--- src/rtl/router_fsm_ctrl.sv ---
// router_fsm_ctrl
//   Packet-sequencing controller for the 1x3 router ingress path. It decodes
//   the 2-bit destination carried in each header and waits for that output
//   FIFO to drain. It then sequences the header, payload and parity loads.
//   While the selected FIFO is full it throttles the source through busy.
//   A packet is abandoned on a soft reset of the selected FIFO, on a wait
//   timeout, or on an invalid destination.
//
// Handshake: the source presents a byte whenever pkt_valid is high. A byte is
//   accepted on a rising clk edge with pkt_valid=1 and busy=0. busy acts as
//   the inverted ready, and it is a pure function of the state register.
//
// Parameters
//   WAIT_MAX  max cycles spent in WAIT_TILL_EMPTY before the packet is dropped
//   WCNT_W    width of the wait counter (must hold WAIT_MAX-1)
//
// Ports
//   clk, rst                      clock, async active-high reset
//   pkt_valid                     source has a header/payload byte on the bus
//   din[1:0]                      destination bits of header (3 = invalid)
//   fifo_full                     full flag of the selected FIFO
//   fifo_empty_0/1/2              output FIFO empty flags
//   soft_reset_0/1/2              output FIFO read-timeout resets
//   parity_done                   register stage has latched the parity byte
//   low_pkt_valid                 pkt_valid fell while FIFO was full
//   detect_addr .. full_state     one-hot state strobes
//   write_enb_reg                 FIFO write enable (LD | LP | LAF)
//   rst_int_reg                   internal reset strobe (CHECK_PARITY_ERROR)
//   busy                          source throttle
//   drop_pkt                      registered 1-cycle packet-abandon pulse
//   state_dbg[2:0]                raw state register for observation
module router_fsm_ctrl #(
  parameter int WAIT_MAX = 64,
  parameter int WCNT_W   = 7
) (
  input  logic       clk,
  input  logic       rst,
  input  logic       pkt_valid,
  input  logic [1:0] din,
  input  logic       fifo_full,
  input  logic       fifo_empty_0,
  input  logic       fifo_empty_1,
  input  logic       fifo_empty_2,
  input  logic       soft_reset_0,
  input  logic       soft_reset_1,
  input  logic       soft_reset_2,
  input  logic       parity_done,
  input  logic       low_pkt_valid,
  output logic       detect_addr,
  output logic       lfd_state,
  output logic       ld_state,
  output logic       laf_state,
  output logic       full_state,
  output logic       write_enb_reg,
  output logic       rst_int_reg,
  output logic       busy,
  output logic       drop_pkt,
  output logic [2:0] state_dbg
);

  typedef enum logic [2:0] {
    DECODE_ADDRESS     = 3'd0,
    LOAD_FIRST_DATA    = 3'd1,
    LOAD_DATA          = 3'd2,
    LOAD_PARITY        = 3'd3,
    FIFO_FULL_STATE    = 3'd4,
    LOAD_AFTER_FULL    = 3'd5,
    WAIT_TILL_EMPTY    = 3'd6,
    CHECK_PARITY_ERROR = 3'd7
  } state_t;

  localparam logic [WCNT_W-1:0] WAIT_LAST = WCNT_W'(WAIT_MAX - 1);

  state_t            state;
  state_t            state_nxt;
  logic [1:0]        addr_q;
  logic [WCNT_W-1:0] wait_cnt;
  logic              drop_nxt;
  logic              sel_empty;
  logic              sel_srst;
  logic              din_empty;

  // Flags of the FIFO latched for the current packet. addr_q is never 3,
  // because invalid headers are not captured.
  always_comb begin
    sel_empty = 1'b0;
    sel_srst  = 1'b0;
    case (addr_q)
      2'd0: begin sel_empty = fifo_empty_0; sel_srst = soft_reset_0; end
      2'd1: begin sel_empty = fifo_empty_1; sel_srst = soft_reset_1; end
      2'd2: begin sel_empty = fifo_empty_2; sel_srst = soft_reset_2; end
      default: begin sel_empty = 1'b0; sel_srst = 1'b0; end
    endcase
  end

  // Empty flag of the FIFO named by the header currently on the bus.
  always_comb begin
    din_empty = 1'b0;
    case (din)
      2'd0:    din_empty = fifo_empty_0;
      2'd1:    din_empty = fifo_empty_1;
      2'd2:    din_empty = fifo_empty_2;
      default: din_empty = 1'b0;
    endcase
  end

  always_ff @(posedge clk or posedge rst) begin
    if (rst) begin
      state    <= DECODE_ADDRESS;
      addr_q   <= 2'd0;
      wait_cnt <= '0;
      drop_pkt <= 1'b0;
    end else begin
      state    <= state_nxt;
      drop_pkt <= drop_nxt;
      if (state == DECODE_ADDRESS && pkt_valid && din != 2'd3)
        addr_q <= din;
      // The counter is held at zero outside the wait state, so every entry
      // starts counting from 0. It saturates at the limit instead of wrapping.
      if (state != WAIT_TILL_EMPTY)
        wait_cnt <= '0;
      else if (wait_cnt != WAIT_LAST)
        wait_cnt <= wait_cnt + 1'b1;
    end
  end

  always_comb begin
    state_nxt = state;
    drop_nxt  = 1'b0;
    // A soft reset of the selected FIFO beats every other transition,
    // including a timeout that falls on the same cycle.
    if (state != DECODE_ADDRESS && sel_srst) begin
      state_nxt = DECODE_ADDRESS;
    end else begin
      case (state)
        DECODE_ADDRESS: begin
          if (pkt_valid) begin
            if (din == 2'd3)   drop_nxt  = 1'b1;
            else if (din_empty) state_nxt = LOAD_FIRST_DATA;
            else                state_nxt = WAIT_TILL_EMPTY;
          end
        end
        LOAD_FIRST_DATA: state_nxt = LOAD_DATA;
        LOAD_DATA: begin
          if (fifo_full)       state_nxt = FIFO_FULL_STATE;
          else if (!pkt_valid) state_nxt = LOAD_PARITY;
        end
        LOAD_PARITY: state_nxt = CHECK_PARITY_ERROR;
        CHECK_PARITY_ERROR: begin
          if (fifo_full) state_nxt = FIFO_FULL_STATE;
          else           state_nxt = DECODE_ADDRESS;
        end
        FIFO_FULL_STATE: begin
          if (!fifo_full) state_nxt = LOAD_AFTER_FULL;
        end
        LOAD_AFTER_FULL: begin
          if (parity_done)        state_nxt = DECODE_ADDRESS;
          else if (low_pkt_valid) state_nxt = LOAD_PARITY;
          else                    state_nxt = LOAD_DATA;
        end
        WAIT_TILL_EMPTY: begin
          // Emptiness is tested first, so a drain on the limit cycle still wins.
          if (sel_empty) begin
            state_nxt = LOAD_FIRST_DATA;
          end else if (wait_cnt == WAIT_LAST) begin
            state_nxt = DECODE_ADDRESS;
            drop_nxt  = 1'b1;
          end
        end
        default: state_nxt = DECODE_ADDRESS;
      endcase
    end
  end

  assign detect_addr   = (state == DECODE_ADDRESS);
  assign lfd_state     = (state == LOAD_FIRST_DATA);
  assign ld_state      = (state == LOAD_DATA);
  assign laf_state     = (state == LOAD_AFTER_FULL);
  assign full_state    = (state == FIFO_FULL_STATE);
  assign write_enb_reg = (state == LOAD_DATA) || (state == LOAD_PARITY) ||
                         (state == LOAD_AFTER_FULL);
  assign rst_int_reg   = (state == CHECK_PARITY_ERROR);
  assign busy          = !((state == DECODE_ADDRESS) || (state == LOAD_DATA));
  assign state_dbg     = state;

endmodule

--- config.mk ---
export PLATFORM = sky130hd
export DESIGN_NAME = router_fsm_ctrl
export DESIGN_NICKNAME = d
export VERILOG_FILES = /design/src/rtl/router_fsm_ctrl.sv
export SDC_FILE = /design/constraint.sdc
export NUM_CORES = 1
export LEC_CHECK = 0
export BUFFER_PORTS_ARGS = -buffer_cell sky130_fd_sc_hd__buf_4
export CORE_MARGIN = 2
export CORE_UTILIZATION = 29
export DETAILED_ROUTE_END_ITERATION = 10
export HOLD_SLACK_MARGIN = 0.1
export PLACE_DENSITY = 0.47
export SLEW_MARGIN = 20
export SYNTH_ARGS = -nofsm -noshare
export SYNTH_HDL_FRONTEND = slang
export SYNTH_SLANG_ARGS = --single-unit
--- constraint.sdc ---
create_clock -name clk -period 2.03 [get_ports clk]
set_clock_uncertainty 0.05 [all_clocks]
set_input_delay 0.203 -clock clk [delete_from_list [all_inputs] [get_ports clk]]
set_output_delay 0.203 -clock clk [all_outputs]
set_load 0.02 [all_outputs]
==> impl_results.md <==
* Commonest non-fill, non-tap cell in the layout: buf_4
* DRC at 0
* Post-Synthesis Cells at 93
* Critical Path Max Stage Delay at 400 ps
* CTS root buf: clkbuf_4
* Clk slew on worst S/H paths at 80 ps
* Startpoint type of the worst setup path: flop
* Unrepaired setup endpoints after global routing: false
* Slowest-stage cell, CP: dfrtp_1
* Total gr overflow at 0
* Hold_ws at 164 ps
* CP top delay family: compound AO/OA/AOI/OAI gates
* Synthesized Nets at 108
* Net Switching at 0.604 mW
* Final nets at 137
* Pint at 0.752 mW
* Die ar. at 3480 um^2
* Leak at 0.550 nW
* DR vias at 804
* Synthesized area per cell at 9.43 um^2
* PwrDens at 1190 nW/um^2
* Drt wl/cell at 13.1 um
* I/O pin cnt at 26
* Yosys cell types at 44
* Fin crit share at 88.6%
* CTS tree: yes
* Clk buf depth at 2
* Layout Utilization at 40.5%
* Post-synth EDFFs at 0
* Status: finished, final reports clean
* Setup Fix Bufs, Post-CTS at 0
* GPL Wtd Cong at 0.845
* Largest net degree at the start of global routing at 14
* DR vias/cell at 5.29
* Site row count at 19
* DRT Pass-1 Iters at 4
* Chip Width at 59.0 um
* # diodes at 0
* Initial antenna violation count at 0
* Crit. End Element: flop
* Synth Cell Area at 877 um^2
* Buf/Inv on CP at 0
* HPWL Detailed at 1.61 mm
* Seq/Total Area, Yosys at 37.1%
* Max-slew violations at 0
* Die height at 59.0 um
* Clock sinks at 13
* Final Hold Vio Count at 0
* #FFs+latches synth at 13
* Tmin final at 1800 ps
* H-tree depth at 1
* TritonCTS Buffers at 3
* WP data arrival at 1910 ps
* Top_reg_cell synth: dfrtp_1
* Core ar. at 2810 um^2
* F_max at 556 MHz
* VDD IR-drop max at 382 uV
* Relative slew slack at 66.0%
* Worst-Margin Slew at 509 ps
* Sw frac at 44.5%
* CP Cell Sequence: ha_1 -> nand3_4 -> nor3_1 -> o311ai_2 -> o311a_1
* Min-delay worst type: in -> reg
* Number of global-route vias before repair at 748
* Ys async rst share at 100%
* DR iter-0 viols at 23
* Setup_tns at 0 ps
* Sequential power share at 28.8%
* First-pass GRT wire length at 3.19 mm
* Max FO, Critical Path at 7
* Share of cells above drive strength 1 at 33.9%
* Total number of yosys warnings at 0
* CP Class: reg -> reg
* Initial core utilization at 31.3%
* Commonest cells after routing, fill and taps aside: 27 x buf_4, 13 x dfrtp_1, 10 x nand2_1
* Syn-to-layout area delta at 29.4%
* Overall Global Routing Usage at 12.1%
* Number of max-cap violations at 0
* Final ANT Viol Nets at 0
* CP required at 2140 ps
* Clock power frac at 11.6%
* Final setup violation count at 0
* Wirelength, routed at 2.00 mm
* Comb pwr share at 59.6%
* Skew-Pair Late Insertion Delay at 270 ps
* I/O Buffers at 25
## stage by stage
stage               total power, mW  std cells  area, um^2  worst slack [ps]
floorplan                     0.944         93         877               119
finish                         1.36        152        1130               232
CTS                            1.39        152        1130               206
global route                   1.47        152        1130              96.4
global placement               1.22        147        1100               298
detailed placement             1.21        147        1100               232
## layer usage
layer  global-route usage (%)  part of all wire [%]
met4                     3.90                  0.30
met3                     3.06                   4.6
met5                        0                     0
met1                     15.7                    45
met2                     19.8                    50
## power by group through the flow
stage                     registers [mW]  logic, mW  clock network (mW)
after floorplan                    0.408      0.536                   0
after global placement             0.397      0.820                   0
after detailed placement           0.398      0.816                   0
after CTS                          0.392      0.820               0.173
after global routing               0.403      0.884               0.183
final                              0.390      0.808               0.158
## flip-flops by register name, indices dropped and copies added, names as in the netlist
register,cells
wait_cnt,7
state_dbg,3
addr_q,2
drop_pkt,1
## timing repair
| action | CTS | global route |
|---|---|---|
| hold endpoints to repair | 13 | 0 |
| resized for setup | 0 | 0 |
| hold buffers | 1 | 0 |
## final cells by class
type | count | area [um^2]
well taps | 31 | 38.8
clock buffers | 3 | 22.5
clock inverters | 1 | 5.00
inverters | 5 | 18.8
repair buffers | 28 | 213
fillers | 295 | 1670
flip-flops and latches | 13 | 325
multi-input cells | 71 | 512
## cell families (layout without fill, tap and decap cells)
group / count (synthesis) / after routing / share of synthesized area (%)
compound gates: 26 / 26 / 22.8
xor+xnor: 3 / 3 / 3.00
fa+ha+maj: 2 / 2 / 2.57
buf+inv: 9 / 37 / 4.57
flops: 13 / 13 / 37.1
mux: 4 / 4 / 4.71
simple gates: 36 / 36 / 25.3
## synth_stat cells (3+ instances only)
cell	n	area [um^2]
mux2i_1	3	30.0
o21ai_0	3	15.0
nor2_1	6	22.5
dfrtp_1	13	325
nor3_1	3	15.0
and3_1	3	18.8
inv_1	5	18.8
a21oi_1	5	25.0
nand2_1	10	37.5
## final timing paths
kind	slack, ps	cells past startpoint	start	end
worst min register to register	510	2	wait_cnt[5]$_DFFE_PP0P_	wait_cnt[5]$_DFFE_PP0P_
min in group asynchronous	470	3	rst	addr_q[0]$_DFFE_PP0P_
max in group asynchronous	1120	3	rst	wait_cnt[5]$_DFFE_PP0P_
worst min-delay path	160	2	din[0]	addr_q[0]$_DFFE_PP0P_
worst max-delay path	230	5	wait_cnt[0]$_DFFE_PP0P_	state_dbg[2]$_DFFE_PP0P_
worst max register to register	230	5	wait_cnt[0]$_DFFE_PP0P_	state_dbg[2]$_DFFE_PP0P_
Power figures use the tool's default switching activity.
